--- src/rtl/muldiv_unit.sv ---
// muldiv_unit: iterative shift-add multiply / restoring divide into HI/LO; signed ops enabled by MULDIV_SIGNED_EN
module muldiv_unit #(
    parameter int WIDTH = 32
) (
    input  logic             clk,
    input  logic             rst,
    input  logic             start,
    input  logic [1:0]       op,
    input  logic [WIDTH-1:0] a,
    input  logic [WIDTH-1:0] b,
    output logic             busy,
    output logic             done,
    output logic [WIDTH-1:0] hi,
    output logic [WIDTH-1:0] lo,
    output logic             div_by_zero
);
    localparam int CW = $clog2(WIDTH + 1);

    typedef enum logic [1:0] {IDLE, CALC, DONE} state_t;

    state_t               state, state_nx;
    logic [2*WIDTH-1:0]   p, p_nx, res;
    logic [WIDTH-1:0]     m, a_in, b_in;
    logic [CW-1:0]        cnt;
    logic [WIDTH:0]       sum, shifted, diff;
    logic                 is_div, dz, accept, last;

    assign accept = start && state != CALC;
    assign last   = cnt == CW'(1);
    assign busy   = state == CALC;
    assign done   = state == DONE;

`ifdef MULDIV_SIGNED_EN
    logic neg_q, neg_r;

    // Signed ops iterate on magnitudes; signs are captured separately at accept
    always_comb begin
        a_in = (op[1] && a[WIDTH-1]) ? -a : a;
        b_in = (op[1] && b[WIDTH-1]) ? -b : b;
    end

    // Re-apply signs on the final write; a zero divisor forces an all-ones quotient
    always_comb begin
        res = is_div ? {neg_r ? -p_nx[2*WIDTH-1:WIDTH] : p_nx[2*WIDTH-1:WIDTH],
                        dz ? {WIDTH{1'b1}} : neg_q ? -p_nx[WIDTH-1:0] : p_nx[WIDTH-1:0]}
                     : (neg_q ? -p_nx : p_nx);
    end
`else
    logic unused_op;

    assign unused_op = op[1];
    assign a_in      = a;
    assign b_in      = b;
    assign res       = p_nx;
`endif

    // One iteration: p holds {partial, multiplier} or {remainder, dividend/quotient}
    always_comb begin
        sum     = {1'b0, p[2*WIDTH-1:WIDTH]} + (p[0] ? {1'b0, m} : '0);
        shifted = {p[2*WIDTH-1:WIDTH], p[WIDTH-1]};
        diff    = shifted - {1'b0, m};
        p_nx    = !is_div ? {sum, p[WIDTH-1:1]}
                : diff[WIDTH] ? {shifted[WIDTH-1:0], p[WIDTH-2:0], 1'b0}
                : {diff[WIDTH-1:0], p[WIDTH-2:0], 1'b1};
    end

    // State register
    always_ff @(posedge clk or posedge rst) begin
        if (rst) state <= IDLE;
        else     state <= state_nx;
    end

    // Next state: accept from IDLE/DONE, leave CALC after the last iteration
    always_comb begin
        state_nx = accept ? CALC : (state == CALC && !last) ? CALC : (state == CALC) ? DONE : IDLE;
    end

    // Datapath: latch operands on accept, iterate in CALC, publish results on the last edge
    always_ff @(posedge clk or posedge rst) begin
        if (rst) begin
            p           <= '0;
            m           <= '0;
            cnt         <= '0;
            is_div      <= 1'b0;
            dz          <= 1'b0;
            hi          <= '0;
            lo          <= '0;
            div_by_zero <= 1'b0;
`ifdef MULDIV_SIGNED_EN
            neg_q       <= 1'b0;
            neg_r       <= 1'b0;
`endif
        end else if (accept) begin
            p      <= {{WIDTH{1'b0}}, a_in};
            m      <= b_in;
            cnt    <= CW'(WIDTH);
            is_div <= op[0];
            dz     <= b == '0;
`ifdef MULDIV_SIGNED_EN
            neg_q  <= op[1] && (a[WIDTH-1] ^ b[WIDTH-1]);
            neg_r  <= op[1] && a[WIDTH-1];
`endif
        end else if (state == CALC) begin
            p   <= p_nx;
            cnt <= cnt - CW'(1);
            if (last) begin
                hi          <= res[2*WIDTH-1:WIDTH];
                lo          <= res[WIDTH-1:0];
                div_by_zero <= is_div && dz;
            end
        end
    end
endmodule
--- config.mk ---
export PLATFORM = sky130hd
export DESIGN_NAME = muldiv_unit
export DESIGN_NICKNAME = d
export VERILOG_FILES = /design/src/rtl/muldiv_unit.sv
export SDC_FILE = /design/constraint.sdc
export NUM_CORES = 1
export LEC_CHECK = 0
export BUFFER_PORTS_ARGS = -buffer_cell sky130_fd_sc_hd__buf_4
export CAP_MARGIN = 20
export CORE_MARGIN = 2
export CORE_UTILIZATION = 56
export CTS_BUF_LIST = sky130_fd_sc_hd__clkbuf_2
export DETAILED_ROUTE_END_ITERATION = 6
export PLACE_DENSITY = 0.87
export SLEW_MARGIN = 30
export SYNTH_ARGS = -nofsm -noshare
export SYNTH_HDL_FRONTEND = slang
export SYNTH_SLANG_ARGS = --single-unit
--- constraint.sdc ---
create_clock -name clk -period 18 [get_ports clk]
set_input_delay 4.5 -clock clk [delete_from_list [all_inputs] [get_ports clk]]
set_output_delay 4.5 -clock clk [all_outputs]
set_load 0.01 [all_outputs]
==> flow_summary_export.csv, run 1 <==
group,metric,value,unit
outcome,status,"completed",
synth,async_flop_share,100,%
synth,synth_cells,1305,
synth,syn_nets,1442,
synth,synth_area,11700,um2
finish,multiInputGateArea,6900,um2
finish,nNetsFinal,1534,
global_route,track_usage,30.4,%
clock_tree,cts_sinks,171,
routing,routed_via_density,6.42,
global_route,grt_pass1_vias,10500,
critical_path,reg2regPathDepth,13,
timing,hold_ws,0.516,ns
global_route,grt_overflow,0,
die,num_rows,52,
synth,post_synth.cell_area_avg,8.94,um2
run,drv_cap,0,
die,pin_count,136,
finish,layout_commonest_cell,"dfrtp_1",
finish,syn2layout_area_growth,12.2,%
clock_tree,insertion_delay,0.81,ns
critical_path,timing.rr.start,"p[31]$_DFFE_PP0P_",
die,initial_core_util,57.3,%
synth,synth_edf_count,0,
synth,ys_top_cells_by_area,"dfrtp_1 37%, ha_1 7.1%, a21oi_1 5.1%",
global_route,grt_max_degree,108,
synth,ys.flop_type,"dfrtp_1",
timing,fin_crit_sh,34.1,%
critical_path,crit_required,13.50,ns
synth,ys_types,75,
synth,yosysTopAreaCell,"dfrtp_1",
finish,drive_above_1_share,16.9,%
timing,worst_slew_pin_slew,1.05,ns
critical_path,worst-path-max-fanout,2,
clock_tree,clk_pin_slew,0.30,ns
global_route,antenna_found_initial,1,
timing,fmax,0.163,GHz
clock_tree,hold_buffers,0,
die,fp.dieH,148,um
critical_path,crit_end,"busy",
critical_path,endpoint_kind,"output port",
timing,hold_violations,0,
die,coreArea,20400,um2
critical_path,r2r_end,"p[61]$_DFFE_PP0P_",
critical_path,start_kind,"flop",
routing,antenna_left,0,
synth,yosys_warnings,0,
finish,regArea,4280,um2
place,place_congestion,0.962,
clock_tree,cts_buffer_depth,2,
timing,setup_viol,0,
routing,routed_wl,33.4,mm
timing,worst_slack,11.87,ns
timing,finClkSkew,0.0456,ns
finish,layout_common_cells,"170 x dfrtp_1, 143 x buf_4, 118 x nand2_1, 118 x a21oi_1, 81 x o21ai_0",
finish,fill_cells,1673,
critical_path,critPathArrivalTime,1.63,ns
timing,relSlewSlack,29.7,%
critical_path,worstSetupPathType,"flop to output port",
clock_tree,cts-root-buf,"clkbuf_2",
clock_tree,cts_tree,"yes",
critical_path,worstSetupStartpoint,"state[1]$_DFF_PP0_",
routing,drc,0,
worst_hold_path,min_from,"cnt[5]$_DFFE_PP0P_",
worst_hold_path,hold_class,"flop to flop",
routing,initialDrtViolationCount,924,
place,port_buffers,134,
synth,seq_area_frac_synth,36.7,%
clock_tree,h-tree-depth,4,
timing,finalSetupTns,0,ns
routing,routedWlPerCell,19.9,um
place,dpl.hpwl,24.4,mm
routing,drt_pass1_iterations,5,
die,dieWidth,148,um
routing,route.vias.total,10800,
clock_tree,numCtsBuffers,17,
timing,maxSlewViolCount,0,
clock_tree,cts_resized,0,
synth,synth_seq_cells,171,
clock_tree,cts_setup_buffers,0,
die,fp.dieArea,22000,um2
global_route,grt_first_pass_wirelength,53.4,mm
critical_path,reg2reg_slack,13.79,ns
synth,netlist.area_leader.share,36.7,%
place,dp_slack,11.65,ns
timing,rsz0062_at_grt,"false",
timing,period_needed,6.13,ns
cells by family after synthesis:
kind of cell	after synthesis	share of synthesized area, %
fa+ha+maj	68	7.42
simple gates	384	16.4
flops	171	36.7
buf+inv	121	4.21
mux	82	7.41
xor+xnor	51	3.83
compound gates	428	24.0
synthesized netlist by cell type, drive strengths merged (4+ instances only):
| library cell | n |
|---|---|
| buf | 14 |
| a31oi | 26 |
| o21a | 6 |
| nor2 | 60 |
| or3 | 7 |
| and3 | 10 |
| nand2 | 119 |
| or2 | 4 |
| clkbuf | 57 |
| o21ai | 89 |
| a221oi | 9 |
| a211oi | 50 |
| inv | 49 |
| ha | 66 |
| and2 | 39 |
| nor3 | 24 |
| nand4 | 15 |
| dfrtp | 171 |
| a2111oi | 6 |
| a21o | 32 |
| a32oi | 5 |
| nand3 | 38 |
| o22ai | 8 |
| o21bai | 7 |
| nand2b | 13 |
| mux2 | 35 |
| o221ai | 21 |
| o31ai | 5 |
| o211ai | 12 |
| nor4 | 11 |
| xnor2 | 30 |
| o311ai | 4 |
| a22oi | 4 |
| mux2i | 47 |
| xor2 | 21 |
| nor2b | 39 |
| a21oi | 121 |
how the worst min path moves through the flow:
stage                                   end  slack [ns]  depth (start not counted)
floorplan                cnt[5]$_DFFE_PP0P_        0.44                          1
global placement         cnt[5]$_DFFE_PP0P_        0.45                          1
detailed placement  div_by_zero$_DFFE_PP0P_        0.47                          2
CTS                      cnt[5]$_DFFE_PP0P_        0.51                          1
global route        div_by_zero$_DFFE_PP0P_        0.54                          2
finish                   cnt[5]$_DFFE_PP0P_        0.52                          1
metrics by stage:
step / instance area (um2) / std cells / util, %
floorplan: 11700 / 1305 / -
global placement: 12800 / 1647 / 62.8
detailed placement: 12800 / 1647 / 62.8
CTS: 13100 / 1679 / 64.1
global route: 13100 / 1681 / 64.3
finish: 13100 / 1681 / 64.3
flip-flops by register name (all words and copies together) (netlist names):
| signal | cells |
|---|---|
| p | 64 |
| hi | 32 |
| lo | 32 |
| m | 32 |
| cnt | 6 |
| state | 2 |
| div_by_zero | 1 |
| dz | 1 |
| is_div | 1 |
cell type report:
class / instances / share of cell area (%)
repair buffers: 144 / 8.41
clock inverters: 15 / 1.45
multi-input cells: 1013 / 52.7
well taps: 270 / 2.58
diodes: 1 / 0.0191
flip-flops and latches: 171 / 32.7
clock buffers: 17 / 0.650
inverters: 50 / 1.49
worst max-delay path: stages, from the launching register on:
cell,delay [ns]
dfrtp_1,0.44
nand2b_1,0.19
inv_2,0.08
buf_4,0.12
routing by layer:
metal	up-vias	global-route usage, %	part of all wire (%)
li1	5007	-	-
met1	5157	38.8	40
met2	490	50.4	48
met3	133	5.00	6.8
met4	0	14.8	5.3
met5	-	0	0
Power of run 1 is not shown: default switching activity piles up to over one toggle a cycle in this logic, so the estimate is an artifact.
==> inputs of run 2 (changes only) <==
- ABC_AREA: default -> 1
- clock period: 18 -> 5.8 ns (I/O delays scaled with it)
==> run 2 against run 1 <==
Against the previous run: sequential share of layout area fell by 1.8 points; worst hold slack improved by 0.0077 ns; synthesized cell count rose by 43%.
==> flow_summary_export.csv, run 2 <==
group,metric,value,unit
outcome,status,"completed",
finish,final_core_util,63.7,%
timing,maxSlewViolCount,0,
synth,synth.most_common_cell,"nand2_1",
die,fp.dieH,153,um
worst_hold_path,hold_class,"flop to flop",
synth,synth_cells,1867,
finish,nNetsFinal,2103,
clock_tree,insertion_delay,0.80,ns
timing,fmax,0.243,GHz
clock_tree,numCtsBuffers,17,
synth,synth_area,12400,um2
global_route,grt_pass1_vias,12200,
clock_tree,cts_buffer_depth,2,
synth,post_synth.cell_area_avg,6.63,um2
synth,ys.flop_type,"dfrtp_1",
routing,initialDrtViolationCount,1073,
timing,hold_violations,0,
timing,setup_viol,0,
synth,synth_common_cells,"714 x nand2_1, 242 x inv_1, 172 x nand3_1, 171 x dfrtp_1, 112 x o21ai_0",
die,coreArea,21800,um2
clock_tree,cts_sinks,171,
die,num_rows,54,
routing,drt_pass1_iterations,6,
die,fp.dieArea,23300,um2
synth,synth_seq_cells,171,
routing,routedWlPerCell,17.0,um
finish,drive_above_1_share,11.1,%
critical_path,crit_required,4.35,ns
finish,fin_area,13900,um2
global_route,antenna_found_initial,1,
clock_tree,cts_setup_buffers,0,
routing,routed_wl,38.5,mm
synth,netlist.area_leader.share,34.5,%
finish,layout_common_cells,"712 x nand2_1, 240 x inv_1, 172 x nand3_1",
synth,seq_area_frac_synth,34.5,%
critical_path,worstSetupPathType,"flop to output port",
global_route,grt_max_degree,172,
synth,ys_top_cells_by_area,"dfrtp_1 35%, nand2_1 22%, inv_1 7.3%",
global_route,track_usage,33.2,%
worst_hold_path,min_path_cells,2,
die,pin_count,136,
finish,layout_commonest_cell,"nand2_1",
global_route,grt_overflow,0,
place,place_area,13600,um2
timing,period_needed,4.11,ns
routing,routed_via_density,5.60,
finish,largest_reg_flops,64,
timing,fin_crit_sh,70.9,%
timing,relSlewSlack,46.7,%
routing,antenna_left,0,
timing,finClkSkew,0.0530,ns
die,initial_core_util,56.9,%
timing,rsz0062_at_grt,"false",
synth,async_flop_share,100,%
place,port_buffers,134,
critical_path,endpoint_kind,"output port",
synth,synth_edf_count,0,
critical_path,critPathArrivalTime,2.66,ns
routing,route.vias.total,12700,
finish,syn2layout_area_growth,12.0,%
routing,drc,0,
clock_tree,cts_resized,0,
timing,worst_slew_pin_slew,0.797,ns
clock_tree,cts_tree,"yes",
place,place_inst,2226,
clock_tree,cts-root-buf,"clkbuf_2",
clock_tree,hold_buffers,0,
clock_tree,h-tree-depth,4,
synth,syn_nets,2004,
critical_path,start_kind,"flop",
die,dieWidth,153,um
synth,ys_types,44,
synth,yosysTopAreaCell,"dfrtp_1",
finish,fin_cells,2260,
clock_tree,clk_pin_slew,0.34,ns
place,dpl.hpwl,29.5,mm
timing,finalSetupTns,0,ns
global_route,grt_first_pass_wirelength,62.0,mm
finish,regMostFlops,"p",
run,drv_cap,0,
critical_path,reg2regPathDepth,18,
place,place_congestion,0.976,
synth,yosys_warnings,0,
critical_path,worst-path-max-fanout,34,
==> run 2: layout make-up <==
| class | instances | area, um2 |
|---|---|---|
| flip-flops and latches | 171 | 4280 |
| diodes | 1 | 2.50 |
| well taps | 280 | 350 |
| repair buffers | 143 | 1110 |
| clock inverters | 15 | 201 |
| fillers | 2078 | 7890 |
| clock buffers | 17 | 85.1 |
| inverters | 244 | 920 |
| multi-input cells | 1389 | 6920 |
==> run 2: worst paths after layout <==
kind,startpoint,end,slack [ns]
worst max-delay path,state[1]$_DFF_PP0_,busy,1.69
worst min-delay path,hi[3]$_DFFE_PP0P_,hi[3]$_DFFE_PP0P_,0.52
worst max register to register,p[31]$_DFFE_PP0P_,p[47]$_DFFE_PP0P_,2.18
worst min register to register,hi[3]$_DFFE_PP0P_,hi[3]$_DFFE_PP0P_,0.52
max in group asynchronous,rst,p[43]$_DFFE_PP0P_,4.24
min in group asynchronous,rst,cnt[5]$_DFFE_PP0P_,0.64
==> run 2: cells by family after synthesis <==
kind of cell    Yosys count  synth area share [%]
compound gates          223                  10.1
mux                      14                  1.13
fa+ha+maj                68                  6.99
xor+xnor                 13                 0.919
buf+inv                 307                  9.73
flops                   171                  34.5
simple gates           1071                  36.6
==> run 2: per-layer routing <==
layer	track usage, %	wire length (um)	vias up	share of wire [%]
li1	-	-	6159	-
met1	42.1	15800	5909	41
met2	56.5	18500	484	48
met3	5.23	2480	100	6.4
met4	14.1	1670	0	4.3
met5	0	0	-	0
==> run 2: critical path: stages, from the launching register on <==
cell and delay, ns:
dfrtp_1 0.45, inv_1 0.08, nand2_2 0.40, inv_1 0.69, buf_4 0.24
==> run 2: metrics by stage <==
step	hold WS (ns)	worst slack [ns]
2_1_floorplan	0.453	2.17
3_3_place_gp	0.466	2.14
3_5_place_dp	0.469	2.41
4_1_cts	0.528	1.67
5_1_grt	0.560	1.52
6_report	0.524	1.69
Power of run 2 is left out for the same reason.
